==> config.mk <==
export PLATFORM = sky130hd
export DESIGN_NAME = obstacle_frame_scheduler
export DESIGN_NICKNAME = d
export VERILOG_FILES = /design/src/rtl/obstacle_pkg.sv /design/src/rtl/obstacle_list_buffer.sv /design/src/rtl/obstacle_frame_scheduler.sv
export SDC_FILE = /design/constraint.sdc
export NUM_CORES = 1
export LEC_CHECK = 0
export ABC_CLOCK_PERIOD_IN_PS = 8200
export CORE_ASPECT_RATIO = 0.5
export CORE_MARGIN = 8
export CORE_UTILIZATION = 40
export DETAILED_ROUTE_END_ITERATION = 10
export PLACE_DENSITY = 0.61
export SLEW_MARGIN = 25
export SYNTH_ARGS = -nofsm -noshare
export SYNTH_HDL_FRONTEND = slang
export SYNTH_SLANG_ARGS = --single-unit
==> constraint.sdc <==
create_clock -name clk -period 8.2 [get_ports clk]
set_input_delay 2.05 -clock clk [delete_from_list [all_inputs] [get_ports clk]]
set_output_delay 2.05 -clock clk [all_outputs]
set_load 0.01 [all_outputs]
==> src/rtl/obstacle_pkg.sv <==
// -----------------------------------------------------------------------------
// obstacle_pkg
// Shared types for the obstacle scheduling slice: obstacle word field widths,
// the obstacle type encoding, the scheduler state encoding and the layout of
// one frame-list entry.
// -----------------------------------------------------------------------------
package obstacle_pkg;

  localparam int TYPE_W     = 3;
  localparam int LANE_W     = 2;
  localparam int DEPTH_W    = 11;
  localparam int OBSTACLE_W = TYPE_W + LANE_W + DEPTH_W;  // 16
  localparam int ENTRY_W    = OBSTACLE_W + 1;              // first_row + word

  typedef enum logic [TYPE_W-1:0] {
    NONE   = 3'b000,
    JUMP   = 3'b001,
    DUCK   = 3'b010,
    MIDDLE = 3'b011,
    TRAIN  = 3'b100,
    RAMP   = 3'b101,
    CAR    = 3'b110
  } obstacle_type_e;

  typedef enum logic [1:0] {
    IDLE,
    GEN,
    SERVE
  } sched_state_e;

  // One captured generator word as stored in the frame list.
  typedef struct packed {
    logic                  first_row;
    logic [OBSTACLE_W-1:0] obstacle;
  } list_entry_t;

endpackage

==> src/rtl/obstacle_list_buffer.sv <==
// -----------------------------------------------------------------------------
// obstacle_list_buffer
// DEPTH x ENTRY_W frame-list storage with one synchronous write port and one
// asynchronous read port.
//
// Ports:
//   clk      in   system clock
//   wr_en    in   write strobe
//   wr_addr  in   write address
//   wr_data  in   entry to store {first_row, obstacle}
//   rd_addr  in   read address (out-of-range reads return 0)
//   rd_data  out  entry at rd_addr, combinational
// -----------------------------------------------------------------------------
module obstacle_list_buffer #(
  parameter int DEPTH   = 48,
  parameter int ADDR_W  = 6,
  parameter int ENTRY_W = 17
) (
  input  logic               clk,
  input  logic               wr_en,
  input  logic [ADDR_W-1:0]  wr_addr,
  input  logic [ENTRY_W-1:0] wr_data,
  input  logic [ADDR_W-1:0]  rd_addr,
  output logic [ENTRY_W-1:0] rd_data
);

  logic [ENTRY_W-1:0] mem [DEPTH];

  // NOTE: the storage array is deliberately not reset; every entry is written
  // before it can be read back, so a reset would only cost a wide clear path.
  always_ff @(posedge clk) begin
    if (wr_en) mem[wr_addr] <= wr_data;
  end

  // The read pointer legitimately reaches DEPTH once a full list is drained.
  assign rd_data = (rd_addr < ADDR_W'(DEPTH)) ? mem[rd_addr] : '0;

endmodule

==> src/rtl/obstacle_frame_scheduler.sv <==
// -----------------------------------------------------------------------------
// obstacle_frame_scheduler
// Activates obstacle_generator once every FRAMES_PER_STEP frames, captures its
// obstacle stream into a frame list and replays that list to the renderer over
// a valid/ready handshake. A frame arriving while a step is still in progress
// is flagged as an overrun and otherwise ignored.
//
// Optional build macro: OBSTACLE_SCHED_STATS_EN enables the stat_peak and
// stat_overruns counters; when undefined both ports are tied to zero.
//
// Ports:
//   clk, rst       clock, synchronous active-high reset
//   new_frame      frame-start pulse
//   pause          masks new_frame completely
//   og_activate    registered one-cycle activate pulse to the generator
//   og_valid       generator word valid
//   og_first_row   generator first_row flag
//   og_obstacle    generator word {type, lane, depth}
//   og_done        generator idle level
//   out_valid      list entry available (SERVE only)
//   out_ready      renderer accepts entry
//   out_obstacle   entry word
//   out_first_row  entry first_row flag
//   out_last       final entry of the list
//   frame_done     one-cycle pulse after the list is fully served
//   overrun        one-cycle pulse for a frame arriving outside IDLE
//   dropped        sticky for the step: generator overflowed the list
//   stat_peak      largest list size since reset
//   stat_overruns  saturating overrun count
// -----------------------------------------------------------------------------
module obstacle_frame_scheduler
  import obstacle_pkg::*;
#(
  parameter int MAX_OBSTACLES   = 48,
  parameter int FRAMES_PER_STEP = 1,
  parameter int DONE_GUARD      = 2
) (
  input  logic        clk,
  input  logic        rst,
  input  logic        new_frame,
  input  logic        pause,
  output logic        og_activate,
  input  logic        og_valid,
  input  logic        og_first_row,
  input  logic [15:0] og_obstacle,
  input  logic        og_done,
  output logic        out_valid,
  input  logic        out_ready,
  output logic [15:0] out_obstacle,
  output logic        out_first_row,
  output logic        out_last,
  output logic        frame_done,
  output logic        overrun,
  output logic        dropped,
  output logic [6:0]  stat_peak,
  output logic [7:0]  stat_overruns
);

  localparam int PTR_W   = $clog2(MAX_OBSTACLES + 1);
  localparam int FC_W    = (FRAMES_PER_STEP > 1) ? $clog2(FRAMES_PER_STEP) : 1;
  localparam int GUARD_W = (DONE_GUARD > 0) ? $clog2(DONE_GUARD + 1) : 1;

  localparam logic [PTR_W-1:0]   PTR_MAX    = PTR_W'(MAX_OBSTACLES);
  localparam logic [PTR_W-1:0]   PTR_ONE    = PTR_W'(1);
  localparam logic [FC_W-1:0]    FC_LAST    = FC_W'(FRAMES_PER_STEP - 1);
  localparam logic [FC_W-1:0]    FC_ONE     = FC_W'(1);
  localparam logic [GUARD_W-1:0] GUARD_INIT = GUARD_W'(DONE_GUARD);
  localparam logic [GUARD_W-1:0] GUARD_ONE  = GUARD_W'(1);

  sched_state_e       state;
  logic [PTR_W-1:0]   wr_ptr;
  logic [PTR_W-1:0]   rd_ptr;
  logic [PTR_W-1:0]   count;
  logic [FC_W-1:0]    frame_cnt;
  logic [GUARD_W-1:0] guard;

  list_entry_t        wr_entry;
  list_entry_t        rd_entry;

  logic               trigger;
  logic               wr_accept;
  logic               done_honoured;
  logic [PTR_W-1:0]   next_count;
  logic               serve_valid;
  logic               serve_last;
  logic               transfer;

  assign trigger       = new_frame & ~pause;
  assign wr_accept     = (state == GEN) & og_valid & (wr_ptr != PTR_MAX);
  // og_done is a level that is still high from the previous step right after
  // activation; the guard window masks it until the generator has left DONE.
  assign done_honoured = (state == GEN) & og_done & (guard == '0);
  // A word arriving with the honoured done is part of the list.
  assign next_count    = wr_ptr + (wr_accept ? PTR_ONE : '0);
  assign serve_valid   = (state == SERVE) & (rd_ptr < count);
  assign serve_last    = serve_valid & (rd_ptr == count - PTR_ONE);
  assign transfer      = serve_valid & out_ready;

  assign wr_entry.first_row = og_first_row;
  assign wr_entry.obstacle  = og_obstacle;

  obstacle_list_buffer #(
    .DEPTH   (MAX_OBSTACLES),
    .ADDR_W  (PTR_W),
    .ENTRY_W (ENTRY_W)
  ) u_list (
    .clk     (clk),
    .wr_en   (wr_accept),
    .wr_addr (wr_ptr),
    .wr_data (wr_entry),
    .rd_addr (rd_ptr),
    .rd_data (rd_entry)
  );

  // Data is gated by valid so every output reads 0 outside an active transfer
  // window, including straight after reset when the storage is undefined.
  assign out_valid     = serve_valid;
  assign out_last      = serve_last;
  assign out_obstacle  = serve_valid ? rd_entry.obstacle  : '0;
  assign out_first_row = serve_valid ? rd_entry.first_row : 1'b0;

  // NOTE: all state below is updated with non-blocking assignments so every
  // branch sees the pre-edge values regardless of statement order.
  always_ff @(posedge clk) begin
    if (rst) begin
      state       <= IDLE;
      wr_ptr      <= '0;
      rd_ptr      <= '0;
      count       <= '0;
      frame_cnt   <= '0;
      guard       <= '0;
      og_activate <= 1'b0;
      frame_done  <= 1'b0;
      overrun     <= 1'b0;
      dropped     <= 1'b0;
    end else begin
      og_activate <= 1'b0;
      frame_done  <= 1'b0;
      overrun     <= trigger & (state != IDLE);

      case (state)
        IDLE: begin
          if (trigger) begin
            if (frame_cnt == FC_LAST) begin
              frame_cnt   <= '0;
              og_activate <= 1'b1;
              wr_ptr      <= '0;
              dropped     <= 1'b0;
              guard       <= GUARD_INIT;
              state       <= GEN;
            end else begin
              frame_cnt <= frame_cnt + FC_ONE;
            end
          end
        end

        GEN: begin
          if (guard != '0) guard <= guard - GUARD_ONE;
          if (wr_accept)     wr_ptr  <= wr_ptr + PTR_ONE;
          else if (og_valid) dropped <= 1'b1;
          if (done_honoured) begin
            count  <= next_count;
            rd_ptr <= '0;
            state  <= SERVE;
          end
        end

        SERVE: begin
          if (count == '0) begin
            frame_done <= 1'b1;
            state      <= IDLE;
          end else if (transfer) begin
            rd_ptr <= rd_ptr + PTR_ONE;
            if (serve_last) begin
              frame_done <= 1'b1;
              state      <= IDLE;
            end
          end
        end

        default: state <= IDLE;
      endcase
    end
  end

`ifdef OBSTACLE_SCHED_STATS_EN
  logic [6:0] peak_q;
  logic [7:0] overruns_q;

  always_ff @(posedge clk) begin
    if (rst) begin
      peak_q     <= '0;
      overruns_q <= '0;
    end else begin
      if (done_honoured && (7'(next_count) > peak_q)) peak_q <= 7'(next_count);
      if (trigger && (state != IDLE) && (overruns_q != 8'hFF))
        overruns_q <= overruns_q + 8'd1;
    end
  end

  assign stat_peak     = peak_q;
  assign stat_overruns = overruns_q;
`else
  assign stat_peak     = '0;
  assign stat_overruns = '0;
`endif

endmodule

Word level (Yosys, flattened, before mapping). Memory sizes are Yosys's and may differ from the RTL's. A register that Yosys moved wholly into a read port is not among the register bits. Index checks and enable logic that the tools add are counted.

Input bits: 24. Word-level logic and storage cells: 100. Memories kept: 1. Register bits after elaboration: 27. Output and inout port bits: 38. RAM bits: 816.

Memory list: u_list.mem (words 48, bits a word 17, read ports 1, clocked after Yosys merged registers in 1, write ports 1, line obstacle_list_buffer.sv:27) `logic [ENTRY_W-1:0] mem [DEPTH];`.

Muxes and demuxes: 37. Bitwise operators: 13. Add/subtract/negate cells: 6. Reduce and logical (&&, ||, !) cells: 16. Equal/unequal tests: 15. $lt $le $gt $ge: 2.

Operators by type and width (count): 6-bit two-way mux (8); 6-bit one-hot mux with 2 select lines (2); 2-bit two-way mux (9); 17-bit two-way mux (1); 16-bit two-way mux (1); 2-bit inequality test, second input constant (8); 1-bit two-way mux (13); 6-bit by 1-bit adder with 6-bit output, second input constant (2); 4-bit AND reduction (3); 5-bit AND reduction (2); 1-bit bitwise AND (9); 2-bit nonzero test (4); 6-bit by 1-bit adder with 6-bit output (1); 6-bit equality test (1); 6-bit zero test (1); 6-bit < comparator (1); 6-bit < comparator, second input constant (1); 3-bit by 2-bit inequality test with 1-bit output, second input constant (2); 6-bit inequality test, second input constant (1); 2-bit one-hot mux with 3 select lines (1); 6-bit by 1-bit subtractor with 6-bit output, second input constant (1); 2-bit zero test (2); 1-bit inverter (4); 2-bit one-hot mux with 2 select lines (1); 9 further kinds (10).

Depth between registers and ports, before layout.
Word-level depth: 8. Gate-level depth with buffers: 11. Gate-level depth less buffers: 10.

Cells and area by module. A second synthesis with hierarchy kept.

Cell total of the unflattened synthesis: 1629. Area total of the unflattened synthesis: 33288.2 um^2.

Modules (own cells, without submodules): obstacle_list_buffer (seq. area each 24503.5 um^2, instances 1, area each 31386.4 um^2, cells an instance 1399); obstacle_frame_scheduler (seq. area each 520.5 um^2, instances 1, area each 1901.8 um^2, cells an instance 230).

Least setup slack after synthesis. OpenSTA, ideal clock, no wires.

Path type: flip-flop to output port. Start point: register (tool-made name). End point: output out_obstacle[0]. Stages on the path, launching flop included: 7. Slack: 4.100 ns. Arrival: 2.050 ns. Data required time: 6.150 ns. Buffers on the path: 3. Path through: dfxtp_1 > buf_4 > buf_12 > buf_2 > mux4_2 > mux4_2 > a32o_1.

RTL lines: end: declaration (line obstacle_frame_scheduler.sv:49) `output logic [15:0] out_obstacle,`.

==> out/metrics.json <==
{
  "worst_setup_path": {
    "timing.setup.critical_path_class": "reg -> out",
    "worstPathCellList": "buf_4 > mux4_2 > a221oi_1 > a31oi_1 > a21oi_1 > o2bb2ai_1 > clkdlybuf4s50_1",
    "worstSetupStartpointType": "flop",
    "slowest_delay_ps": 900,
    "crit_path_max_fanout": 46,
    "cp.arrival_ps": 4390,
    "required_ps": 6150,
    "cp_num_buf_inv": 2,
    "cp_top_family": "compound AO/OA/AOI/OAI gates",
    "worst_setup_path_end_kind": "output pin",
    "critical-path-slowest-cell": "dfxtp_4"
  },
  "detailed_routing": {
    "via_count": 16600,
    "via_per_inst": 5.63,
    "finalWirelength_um": 80500,
    "detailedRoute.firstIterationViolations": 1903,
    "post-route-drc-count": 0,
    "drt-wirelength-per-cell_um": 27.4,
    "postRouteAntennaNets": 0,
    "drt_pre_antenna_iters": 5
  },
  "placement": {
    "io_buffers": 46,
    "pre_cts_setup_slack_ps": 2350,
    "hpwl_um": 46500,
    "gp_congestion": 0.783
  },
  "yosys": {
    "yosys.cell_count.top_type": "edfxtp_1",
    "synthDistinctLibCells": 56,
    "synthTopCellsByArea": "edfxtp_1 73%, mux4_2 11%, mux2i_1 3.7%",
    "synthesis.area_per_instance_um2": 20.1,
    "seq_cells_post_synth": 848,
    "syn-instance-count": 1664,
    "synth_seq_area_share_pct": 75.2,
    "synth.largest_area_cell": "edfxtp_1",
    "synthDominantCellAreaShare_pct": 73.3,
    "synthesis_warning_total": 0,
    "synthTopCellsByCount": "816 x edfxtp_1, 165 x mux4_2, 123 x mux2i_1",
    "postSynth.topFlopCell": "edfxtp_1",
    "syn_area_mm2": 0.0334,
    "synth-async-reset-ratio_pct": 0,
    "synth_enable_flop_cells": 816
  },
  "clock_network": {
    "clk_pin_slew_worst_paths_ps": 60,
    "hold_buffer_count_at_cts": 0,
    "number_of_post_cts_setup_repair_buffers": 0,
    "clock_tree.root_cell": "clkbuf_16",
    "cts_made_buffers": 79,
    "clk_path_buf_depth": 3,
    "cts_sinks": 848,
    "post_cts_resize_count": 0,
    "tritoncts_clock_tree": "built",
    "cts_htree_levels": 3,
    "worstSkewPairLatency_ps": 640
  },
  "sta": {
    "pins_over_slew_limit": 0,
    "setup_slack_ps": 1760,
    "rsz0062_at_grt": "false",
    "fmax_ghz": 0.155,
    "setup_clock_skew_after_layout_ps": 22.7,
    "layout_min_cycle_time_ps": 6440,
    "final-hold-violation-count": 0,
    "aggregate_negative_setup_slack_ps": 0,
    "timing.max_slew.rel_slack_pct": 31.0,
    "setup_violations": 0,
    "post-route-period-util_pct": 78.5,
    "timing_worst_slew_pin_value_ps": 1040
  },
  "grt": {
    "grt-ovfl-total": 0,
    "number_of_antenna_violations_at_the_first_check_in_global_routing": 3,
    "first_global_vias": 16500,
    "largest_net_degree_at_the_start_of_global_routing": 77,
    "grt.total_usage_pct": 17.0,
    "grt_first_pass_wirelength_um": 116000
  },
  "finish": {
    "layout-drive-gt1-share_pct": 22.1,
    "layout.filler_cells": 6900,
    "multi_input_comb_area_mm2": 0.00762,
    "design.final.nets": 1801,
    "sequential_cell_area_mm2": 0.0252,
    "area_growth_syn_to_layout_pct": 12.9
  },
  "power_and_ir_drop": {
    "power_per_cell_area_mw_per_mm2": 225,
    "leakagePower_nw": 11.2,
    "report.power.total_mw": 8.48,
    "ir_drop_mv": 0.129
  },
  "floorplan": {
    "core_area_mm2": 0.0832,
    "std_cell_rows": 75,
    "die_x_um": 425,
    "die_area_mm2": 0.0936,
    "number_of_primary_i_o_pins": 62,
    "die_y_um": 220,
    "initial_utilization_pct": 40.1
  },
  "job": {
    "max_cap_viol_count": 0
  },
  "min_path": {
    "worst_hold_path_type": "reg -> reg"
  },
  "outcome": {
    "outcome": "complete, no violations"
  }
}
layout by cell type, fill, tap and decap left out, types with 6 or more instances in the layout:
cell type	synthesis	routed
edfxtp_1	816	816
mux4_2	165	165
mux2i_1	123	123
clkbuf_16	0	80
buf_4	21	65
nor2_1	73	48
a221oi_1	42	42
clkdlybuf4s50_1	0	31
o21ai_0	29	29
dfxtp_1	32	28
inv_1	21	21
nor3_1	21	21
nor2_2	0	21
a21oi_1	20	20
nand2_1	19	19
nand3_1	19	19
clkinv_1	1	18
a221o_1	18	18
conb_1	1	15
a31oi_1	14	14
buf_2	16	14
nor2b_1	14	13
a22oi_1	13	13
a211oi_1	13	13
ha_1	13	13
clkbuf_1	44	12
nand2b_1	10	10
clkinv_2	0	10
xnor2_1	8	8
or2_2	7	7
xor2_1	7	7
bufinv_16	0	7
nor3b_1	6	6
or3_1	6	6
inv_6	0	6
tightest hold or removal path, delay by kind of cell (launching register included):
kind | cells | cell delay, ps
buffers and inverters | 1 | 70
AOI/OAI and AO/OA | 1 | 70
DFF | 1 | 300
registers in the layout, indices dropped and copies added, names as in the netlist, named ones only:
name and count:
frame_done 1, rd_ptr 6, count 6, guard 2
state 2, u_list.mem 816, dropped 1, wr_ptr 6
og_activate 1, overrun 1
through the flow:
stage | utilization [%] | instance area (µm²) | cells | hold slack, ps
floorplan | - | 33500 | 1678 | 456
global placement | 42.3 | 35200 | 2797 | 471
detailed placement | 42.3 | 35200 | 2797 | 482
CTS | 45.3 | 37700 | 2937 | 492
global route | 45.3 | 37700 | 2940 | 519
finish | 45.3 | 37700 | 2940 | 491
final cells by class:
type                    instances  area share, %
diodes                          1        0.00663
repair buffers                115           2.59
well taps                    1116           3.70
inverters                      23          0.229
flip-flops and latches        848           66.7
multi-input cells             697           20.2
clock inverters                45           1.11
clock buffers                  95           5.52
cells by family (layout without fill, tap and decap cells):
group / count (synthesis) / in the layout / share of synthesized area, %
AO/OA/AOI/OAI: 173 / 173 / 3.83
XOR/XNOR: 15 / 15 / 0.393
adder cells (fa/ha/maj): 13 / 13 / 0.487
buffers and inverters: 133 / 278 / 2.39
flip-flops: 848 / 848 / 75.2
multiplexers: 289 / 289 / 14.8
other: 1 / 16 / 0.0112
AND/OR/NAND/NOR: 192 / 192 / 2.81
final timing paths:
check	from	end	slack, ps	cells past startpoint
min reg2reg	guard[1]	guard[1]	490	2
min	guard[1]	guard[1]	490	2
max reg2reg	wr_ptr[0]	u_list.mem[31][16]	4320	8
max	flop	out_obstacle[13]	1760	7
power by group:
| part | switching, mW | internal (mW) |
|---|---|---|
| combinational | 0.101 | 0.0261 |
| clock | 1.57 | 2.04 |
| sequential | 0.00377 | 4.75 |
| total | 1.67 | 6.81 |
per-layer routing:
metal | vias to the layer above | part of all wire, % | GRT usage, %
li1 | 7049 | - | -
met1 | 8782 | 45 | 24.4
met4 | 0 | 2.5 | 4.68
met2 | 613 | 45 | 25.8
met3 | 117 | 7.6 | 4.28
met5 | - | 0 | 0
Note: power is estimated with default switching activity, not from simulation.
